## config.mk

```make
export PLATFORM = sky130hd
export DESIGN_NAME = serial_adder
export DESIGN_NICKNAME = d
export VERILOG_FILES = /design/src/rtl/serial_adder_pkg.sv /design/src/rtl/serial_adder_add2_slice.sv /design/src/rtl/serial_adder.sv
export SDC_FILE = /design/constraint.sdc
export NUM_CORES = 1
export LEC_CHECK = 0
export CAP_MARGIN = 25
export CORE_MARGIN = 1
export CORE_UTILIZATION = 50
export DETAILED_ROUTE_END_ITERATION = 10
export GPL_TIMING_DRIVEN = 0
export PLACE_DENSITY = 0.77
export SLEW_MARGIN = 20
export SYNTH_ARGS = -nofsm -noshare
export SYNTH_HDL_FRONTEND = slang
export SYNTH_SLANG_ARGS = --single-unit
```

## constraint.sdc

```tcl
create_clock -name clk -period 2.2 [get_ports clk]
set_input_delay 0.44 -clock clk [delete_from_list [all_inputs] [get_ports clk]]
set_output_delay 0.44 -clock clk [all_outputs]
set_load 0.1 [all_outputs]
```

## src/rtl/serial_adder_pkg.sv

```systemverilog
// Shared K_ALU types: FSM state encoding, digit width and the flag bundle.
// Latency: n/a (declarations only).
// Backpressure: n/a.
// Contents: alu_state_t (IDLE/RUN/DONE), ALU_DIGIT_W, alu_flags_t {c_out, ovf, zero}.
package serial_adder_pkg;

   // Bits consumed per cycle by the serial datapath.
   localparam int ALU_DIGIT_W = 2;

   typedef enum logic [1:0] {
      ALU_IDLE = 2'd0,
      ALU_RUN  = 2'd1,
      ALU_DONE = 2'd2
   } alu_state_t;

   // Same layout as the ALU result/flag register, so it can be passed straight through.
   typedef struct packed {
      logic c_out;
      logic ovf;
      logic zero;
   } alu_flags_t;

endpackage

```

## src/rtl/serial_adder_add2_slice.sv

```systemverilog
// Combinational 2-bit full-adder slice used by the serial adder.
// Latency: 0 cycles (pure combinational).
// Backpressure: none (no handshake).
// Ports: a/b   - 2-bit operand digits; c_in - carry in
//        sum   - 2-bit digit result;   c_out - carry out of the digit
module add2_slice
   import serial_adder_pkg::*;
(
   output logic [ALU_DIGIT_W-1:0] sum,
   output logic                   c_out,
   input  logic [ALU_DIGIT_W-1:0] a,
   input  logic [ALU_DIGIT_W-1:0] b,
   input  logic                   c_in
);

   logic [ALU_DIGIT_W:0] total;

   assign total = {1'b0, a} + {1'b0, b} + {{ALU_DIGIT_W{1'b0}}, c_in};
   assign sum   = total[ALU_DIGIT_W-1:0];
   assign c_out = total[ALU_DIGIT_W];

endmodule

```

## src/rtl/serial_adder.sv

```systemverilog
// Multi-cycle WIDTH-bit add/subtract, two bits per cycle through one add2_slice.
// Latency: out_valid rises N = WIDTH/2 cycles after the accept edge; II = N+2.
// Backpressure: holds result and flags in DONE until out_ready; in_ready only in IDLE.
// Ports: clk, rst_n (sync, active-low); in_valid/in_ready with a, b, sub (0 add, 1 subtract);
//        out_valid/out_ready with sum, c_out (1 = no borrow on subtract), ovf (signed), zero.
module serial_adder
   import serial_adder_pkg::*;
#(
   parameter int WIDTH = 32
)(
   input  logic             clk,
   input  logic             rst_n,
   input  logic             in_valid,
   output logic             in_ready,
   input  logic [WIDTH-1:0] a,
   input  logic [WIDTH-1:0] b,
   input  logic             sub,
   output logic             out_valid,
   input  logic             out_ready,
   output logic [WIDTH-1:0] sum,
   output logic             c_out,
   output logic             ovf,
   output logic             zero
);

   localparam int N     = WIDTH / ALU_DIGIT_W;
   localparam int CNT_W = $clog2(N);

   alu_state_t       state_q, state_d;
   logic [WIDTH-1:0] a_sh_q, a_sh_d;
   logic [WIDTH-1:0] b_sh_q, b_sh_d;
   logic [WIDTH-1:0] sum_q, sum_d;
   logic             carry_q, carry_d;
   logic [CNT_W-1:0] cnt_q, cnt_d;
   logic             a_msb_q, a_msb_d;
   logic             b_msb_q, b_msb_d;
   alu_flags_t       flags_q, flags_d;

   logic [ALU_DIGIT_W-1:0] slice_sum;
   logic                   slice_co;
   logic [WIDTH-1:0]       shifted_sum;

   add2_slice u_slice (
      .sum   (slice_sum),
      .c_out (slice_co),
      .a     (a_sh_q[ALU_DIGIT_W-1:0]),
      .b     (b_sh_q[ALU_DIGIT_W-1:0]),
      .c_in  (carry_q)
   );

   // Result digits enter at the top, so after N shifts digit 0 sits at the LSB end.
   assign shifted_sum = {slice_sum, sum_q[WIDTH-1:ALU_DIGIT_W]};

   always_comb begin
      state_d = state_q;
      a_sh_d  = a_sh_q;
      b_sh_d  = b_sh_q;
      sum_d   = sum_q;
      carry_d = carry_q;
      cnt_d   = cnt_q;
      a_msb_d = a_msb_q;
      b_msb_d = b_msb_q;
      flags_d = flags_q;

      case (state_q)
         ALU_IDLE: begin
            if (in_valid) begin
               // Subtract as A + ~B + 1: invert B here, inject the +1 as carry-in.
               a_sh_d  = a;
               b_sh_d  = b ^ {WIDTH{sub}};
               carry_d = sub;
               cnt_d   = '0;
               a_msb_d = a[WIDTH-1];
               b_msb_d = b[WIDTH-1] ^ sub;
               state_d = ALU_RUN;
            end
         end
         ALU_RUN: begin
            sum_d   = shifted_sum;
            a_sh_d  = a_sh_q >> ALU_DIGIT_W;
            b_sh_d  = b_sh_q >> ALU_DIGIT_W;
            carry_d = slice_co;
            cnt_d   = cnt_q + CNT_W'(1);
            if (cnt_q == CNT_W'(N - 1)) begin
               cnt_d         = '0;
               state_d       = ALU_DONE;
               flags_d.c_out = slice_co;
               // Overflow: equal operand signs but the result sign differs from them.
               flags_d.ovf   = (a_msb_q == b_msb_q) && (slice_sum[ALU_DIGIT_W-1] != a_msb_q);
               flags_d.zero  = (shifted_sum == '0);
            end
         end
         ALU_DONE: begin
            if (out_ready) begin
               state_d = ALU_IDLE;
            end
         end
         default: begin
            state_d = ALU_IDLE;
         end
      endcase
   end

   always_ff @(posedge clk) begin
      if (!rst_n) begin
         state_q <= ALU_IDLE;
         a_sh_q  <= '0;
         b_sh_q  <= '0;
         sum_q   <= '0;
         carry_q <= 1'b0;
         cnt_q   <= '0;
         a_msb_q <= 1'b0;
         b_msb_q <= 1'b0;
         flags_q <= '{c_out: 1'b0, ovf: 1'b0, zero: 1'b1};
      end else begin
         state_q <= state_d;
         a_sh_q  <= a_sh_d;
         b_sh_q  <= b_sh_d;
         sum_q   <= sum_d;
         carry_q <= carry_d;
         cnt_q   <= cnt_d;
         a_msb_q <= a_msb_d;
         b_msb_q <= b_msb_d;
         flags_q <= flags_d;
      end
   end

   assign in_ready  = (state_q == ALU_IDLE);
   assign out_valid = (state_q == ALU_DONE);
   assign sum       = sum_q;
   assign c_out     = flags_q.c_out;
   assign ovf       = flags_q.ovf;
   assign zero      = flags_q.zero;

endmodule

```

==> results of run 1 <==
-- registers in the layout (all words and copies together) (netlist names) --
signal   flops
a_msb_q      1
a_sh_q      32
b_msb_q      1
b_sh_q      32
c_out        1
carry_q      1
cnt_q        4
ovf          1
state_q      2
sum         32
zero         1
-- power breakdown --
group / internal (mW) / switching (mW)
combinational: 0.340 / 0.403
sequential: 2.07 / 0.0652
clock: 0.477 / 0.665
-- cell usage in the layout, fill, tap and decap left out, types with 5 or more instances in the layout --
master	n
nand2_1	162
dfxtp_1	107
clkdlybuf4s50_1	66
a21boi_0	60
nand3_1	36
dlygate4sd2_1	35
xor2_1	32
o211a_1	32
a22oi_1	30
buf_2	25
clkbuf_1	17
clkbuf_8	11
a21boi_1	9
nor2_1	8
nor4_1	7
inv_1	6
buf_4	5
-- worst min-delay path by stage --
| stage | depth (start not counted) | to | slack (ps) |
|---|---|---|---|
| after floorplan | 2 | b_sh_q[10]$_SDFFE_PN0P_ | 440 |
| after global placement | 2 | b_sh_q[17]$_SDFFE_PN0P_ | 440 |
| after detailed placement | 2 | b_sh_q[17]$_SDFFE_PN0P_ | 450 |
| after CTS | 2 | b_sh_q[17]$_SDFFE_PN0P_ | 460 |
| after global routing | 2 | b_sh_q[17]$_SDFFE_PN0P_ | 490 |
| final | 2 | b_sh_q[17]$_SDFFE_PN0P_ | 460 |
-- per-layer routing --
metal	track usage, %	share of wire, %	up-vias
met5	0	0	-
met4	7.47	1.3	0
met3	2.08	3.8	13
met2	40.4	48	108
met1	31.2	47	2053
li1	-	-	2180
-- stage by stage --
step / worst slack [ps] / instances / total power, mW / instance area [um2] / hold slack (ps)
global route: -10.2 / 819 / 4.21 / 6240 / 485
finish: 67.4 / 819 / 4.02 / 6240 / 460
CTS: 7.76 / 818 / 4.03 / 6230 / 461
global placement: -1.44 / 802 / 2.90 / 6080 / 443
floorplan: 134 / 570 / 2.64 / 4890 / 435
detailed placement: -50.9 / 802 / 2.92 / 6080 / 447
-- area by class of cell --
type | count | area (um2) | share of cell area, %
inverter | 6 | 22.5 | 0.361
tap | 129 | 161 | 2.59
clock buffer | 11 | 151 | 2.43
sequential | 108 | 2160 | 34.7
buffer | 49 | 253 | 4.05
timing repair buffer | 104 | 991 | 15.9
clock inverter | 5 | 36.3 | 0.582
multi-input combinational | 407 | 2460 | 39.4
-- what timing repair did --
item | in CTS | in global routing
setup buffers | 0 | 1
gates resized for setup | 40 | 4
setup endpoints to repair | 37 | 2
pin swaps | 0 | 1
-- worst reg2reg max path, stage by stage, from the launching register on --
cell      delay, ps
dfxtp_1         320
inv_1            80
fa_2            400
fa_2            580
nand4_1          90
or3_1           360
o311ai_1        220
-- logic make-up after synthesis --
kind of cell	count (synthesis)	share of synthesized area, %
and+or+nand+nor	229	19.9
AOI/OAI and AO/OA	143	23.4
DFF	108	44.2
buffers and inverters	55	5.63
xor gates and xnor gates	32	5.73
adders and majority gates	3	1.08
==> impl_metrics.toml, run 1 <==
[placed_design]
dp_hpwl_um = 8500
numPortBuffers = 103
gp_congestion = 0.793

[setup_path]
critPathCapture = "zero$_SDFFE_PN1P_"
worst-endpoint-required_ps = 2460
crit_fanout = 3
r2r_cells = 6
cp-start-kind = "flip-flop"
cp.depth = 6
reg2reg_from = "a_sh_q[0]$_SDFFE_PN0P_"
reg2reg_to = "zero$_SDFFE_PN1P_"
slowest_delay_ps = 580
end_kind = "flip-flop"
arrival_ps = 2390
cp_common_cell = "fa_2"
path_class = "reg2reg"
r2r_slack_ps = 70
worst-path-buf-inv = 1
cp_top_family = "adder cells"
cpMaxStageDelayCell = "fa_2"
cp_cell_sequence = "inv_1, fa_2, fa_2, nand4_1, or3_1, o311ai_1"
crit_path_start = "a_sh_q[0]$_SDFFE_PN0P_"

[clock_tree]
cts_buffers = 9
cts_max_path_buffers = 2
clock-sinks = 108
ctsHoldBuffers = 0
htree_num_levels = 3
tritoncts = "built"
clk_latency_ps = 360
cts-root-buf = "clkbuf_8"
path_clk_slew_ps = 100

[floorplan]
rows = 35
start_util_pct = 52.1
die_w_um = 101
pin_count = 106
dieArea_mm2 = 0.0102
die_y_um = 101
core_area_mm2 = 0.00937

[power]
power_density_mw_per_mm2 = 644
peakVddDrop_v = 0.000328
power_leakage_nw = 2.75

[cells_and_area]
syn2layout_area_growth_pct = 27.6
utilization_pct = 66.5
insertedDiodeCount = 0
fill_cells = 859
nets = 757
drive_gt1_share_pct = 8.12

[drt]
dr.pass1.iters = 5
vias_per_cell = 5.32
routed_wl_um = 11500
drc = 0
ant_nets = 0
drt_iter0_markers = 170
vias = 4354
wl_per_cell_um = 14.0

[timing]
min_period_ps = 2130
setup_viol = 0
final_max_slew_viol_count = 0
tightest_slew_ps = 999
fmax_mhz = 469
fin_crit_sh_pct = 96.9
fin_worst_skew_ps = 10.8
tns_ps = 0
maxSlewHeadroom_pct = 33.7
rsz0062_at_grt = "true"
hold_viol_final = 0

[global_routing]
grt_pass1_wl_um = 18900
track_usage_pct = 23.5
grt_max_degree = 18
overflow = 0
grt_pass1_vias = 4101
grt_antenna_before_repair = 0

[yosys]
yosysTopAreaCell = "dfxtp_1"
syn_avg_cell_area_um2 = 8.57
yosysMostFrequentCell = "nand2_1"
ys_seq_elements = 108
ys_top_cells_by_area = "dfxtp_1, nand2_1, a21boi_0, o211a_1, xor2_1"
ys_async_sr_fraction_pct = 0
synth_common_cells = "nand2_1, dfxtp_1, a21boi_0"
synthFlopType = "dfxtp_1"
seq_area_frac_synth_pct = 44.2
synth_cell_type_count = 35
synthCells = 570
syn-num-nets = 642
synth_top_area_share_pct = 44.2
synth-edff-count = 0
yosys_warnings = 0
syn_area_mm2 = 0.00489

[run]
drv_cap = 0

[hold_path]
hold_path.class = "reg2reg"
min-delay-start = "b_sh_q[17]$_SDFFE_PN0P_"

[run_status]
status = "complete, no violations"
(Power assumes the default switching activity.)
==> run 2, diff against run 1 <==
--- a/config.mk
+++ b/config.mk
@@ -5,8 +5,8 @@
 export SDC_FILE = /design/constraint.sdc
 export NUM_CORES = 1
 export LEC_CHECK = 0
+export ABC_AREA = 1
 export CAP_MARGIN = 25
-export CORE_MARGIN = 1
 export CORE_UTILIZATION = 50
 export DETAILED_ROUTE_END_ITERATION = 10
 export GPL_TIMING_DRIVEN = 0
==> impl_metrics.toml, run 2 <==
[yosys]
synth_cell_type_count = 24
yosys_warnings = 0
synth_top_area_share_pct = 43.7
syn_area_mm2 = 0.00495
synthCells = 726
yosysMostFrequentCell = "nand2_1"
ys_seq_elements = 108
seq_area_frac_synth_pct = 43.7
synthFlopType = "dfxtp_1"
ys_top_cells_by_area = "dfxtp_1, nand2_1, nor2_1, o21ai_0, xor2_1"
syn-num-nets = 798
synth_common_cells = "nand2_1, dfxtp_1, nor2_1"
ys_async_sr_fraction_pct = 0
synth-edff-count = 0
syn_avg_cell_area_um2 = 6.82
yosysTopAreaCell = "dfxtp_1"

[clock_tree]
cts_buffers = 9
htree_num_levels = 3
clk_latency_ps = 370
cts-root-buf = "clkbuf_8"
ctsHoldBuffers = 0
path_clk_slew_ps = 100
cts_max_path_buffers = 2
post_cts_buffers = 0
clock-sinks = 108
tritoncts = "built"

[placed_design]
numPortBuffers = 103
dp_hpwl_um = 8770
placed_cells = 958
dpl_cell_area_mm2 = 0.00614
place_ws_ps = -28.1
gp_congestion = 0.853

[global_routing]
grt_pass1_vias = 4384
grt_pass1_wl_um = 19800
track_usage_pct = 24.1
grt_antenna_before_repair = 0
grt_max_degree = 20
overflow = 0

[cells_and_area]
final_common_cell = "nand2_1"
final_cell_mix = "nand2_1, dfxtp_1, nor2_1"
insertedDiodeCount = 0
stdcell_area_mm2 = 0.00633
syn2layout_area_growth_pct = 27.9
nets = 912
drive_gt1_share_pct = 5.68
instances_no_fill = 974

[hold_path]
min-delay-start = "rst_n"
hold_end = "c_out$_SDFFE_PN0P_"
hold_path.class = "in2reg"
whs_path_depth = 3

[floorplan]
die_y_um = 101
rows = 35
core_area_mm2 = 0.00942
dieArea_mm2 = 0.0103
pin_count = 106
start_util_pct = 52.6
die_w_um = 101

[timing]
fmax_mhz = 472
fin_worst_skew_ps = 12.3
setup_viol = 0
fin_ws_ps = 83.2
maxSlewHeadroom_pct = 34.0
fin_crit_sh_pct = 96.2
rsz0062_at_grt = "false"
hold_viol_final = 0
min_period_ps = 2120
tns_ps = 0
tightest_slew_ps = 993
final_max_slew_viol_count = 0

[drt]
top_layer_used = "met4"
ant_nets = 0
routed_wl_um = 11900
vias = 4803
dr.pass1.iters = 5
met1_length_um = 5630
drt_iter0_markers = 203
vias_per_cell = 4.93
met3_length_um = 577
dr_wl_met2_um = 5530
wl_per_cell_um = 12.3
drc = 0

[setup_path]
cp_top_family = "buffers and inverters"
r2r_slack_ps = 340
slowest_delay_ps = 880
arrival_ps = 1680
cpMaxStageDelayCell = "dlygate4sd2_1"
cp_cell_sequence = "dlygate4sd2_1"
reg2reg_from = "a_sh_q[0]$_SDFFE_PN0P_"
worst-path-buf-inv = 1
cp-start-kind = "flip-flop"
cp.depth = 1
path_class = "reg2out"
reg2reg_to = "zero$_SDFFE_PN1P_"
crit_fanout = 4
worst-endpoint-required_ps = 1760
end_kind = "primary output"
r2r_cells = 7

[run_status]
status = "complete, no violations"

[power]
peakVddDrop_v = 0.000400
fin_total_pwr_mw = 4.81
power_leakage_nw = 3.02
power_density_mw_per_mm2 = 760

[run]
drv_cap = 0
## run 2: how the worst max path moves through the flow
stage / start / to
CTS: sum[31]$_SDFFE_PN0P_ / sum[31]
global placement: state_q[1]$_SDFFE_PN0P_ / out_valid
global route: sum[31]$_SDFFE_PN0P_ / sum[31]
detailed placement: state_q[1]$_SDFFE_PN0P_ / out_valid
finish: sum[31]$_SDFFE_PN0P_ / sum[31]
floorplan: state_q[1]$_SDFFE_PN0P_ / out_valid
## run 2: area by class of cell
type | count | area, um2
fillers | 854 | 3080
multi-input cells | 512 | 2350
flip-flops and latches | 108 | 2160
repair buffers | 103 | 990
inverters | 61 | 229
plain buffers | 45 | 215
well taps | 129 | 161
clock buffers | 9 | 124
clock inverters | 7 | 105
## run 2: routing by layer
metal / global-route usage (%) / vias to the layer above
met5: 0 / -
met4: 9.14 / 0
met3: 2.69 / 17
met2: 41.5 / 148
met1: 31.1 / 2151
li1: - / 2487
## run 2: through the flow
stage	utilization (%)	hold WS, ps
finish	67.3	397
global route	67.3	437
CTS	67.3	390
detailed placement	65.3	465
global placement	65.3	459
floorplan	-	444
## run 2: kinds of logic (layout without fill, tap and decap cells)
kind of cell	after synthesis	count (layout)	synth area share [%]
xor+xnor	32	32	5.66
fa+ha+maj	3	3	1.06
simple gates	373	373	29.5
flops	108	108	43.7
compound gates	104	104	11.1
buf+inv	106	225	8.97
## run 2: what timing repair did
| action | CTS | global route |
|---|---|---|
| endpoints found under the setup margin | 37 | 0 |
| endpoints found under the hold margin | 0 | 0 |
| resized for setup | 41 | 0 |
## run 2: report_power, final
group	switching, mW	internal [mW]	leakage [nW]
Sequential	0.0952	2.11	0.890
Combinational	0.839	0.384	2.01
Clock	0.718	0.664	0.118
Total	1.65	3.16	3.02
==> run 3, diff against run 2 <==
--- a/config.mk
+++ b/config.mk
@@ -11,7 +11,6 @@
 export DETAILED_ROUTE_END_ITERATION = 10
 export GPL_TIMING_DRIVEN = 0
 export PLACE_DENSITY = 0.77
-export SLEW_MARGIN = 20
 export SYNTH_ARGS = -nofsm -noshare
 export SYNTH_HDL_FRONTEND = slang
 export SYNTH_SLANG_ARGS = --single-unit
==> results of run 3 <==
The final DEF is identical to that of run 2; final timing and power are the same.
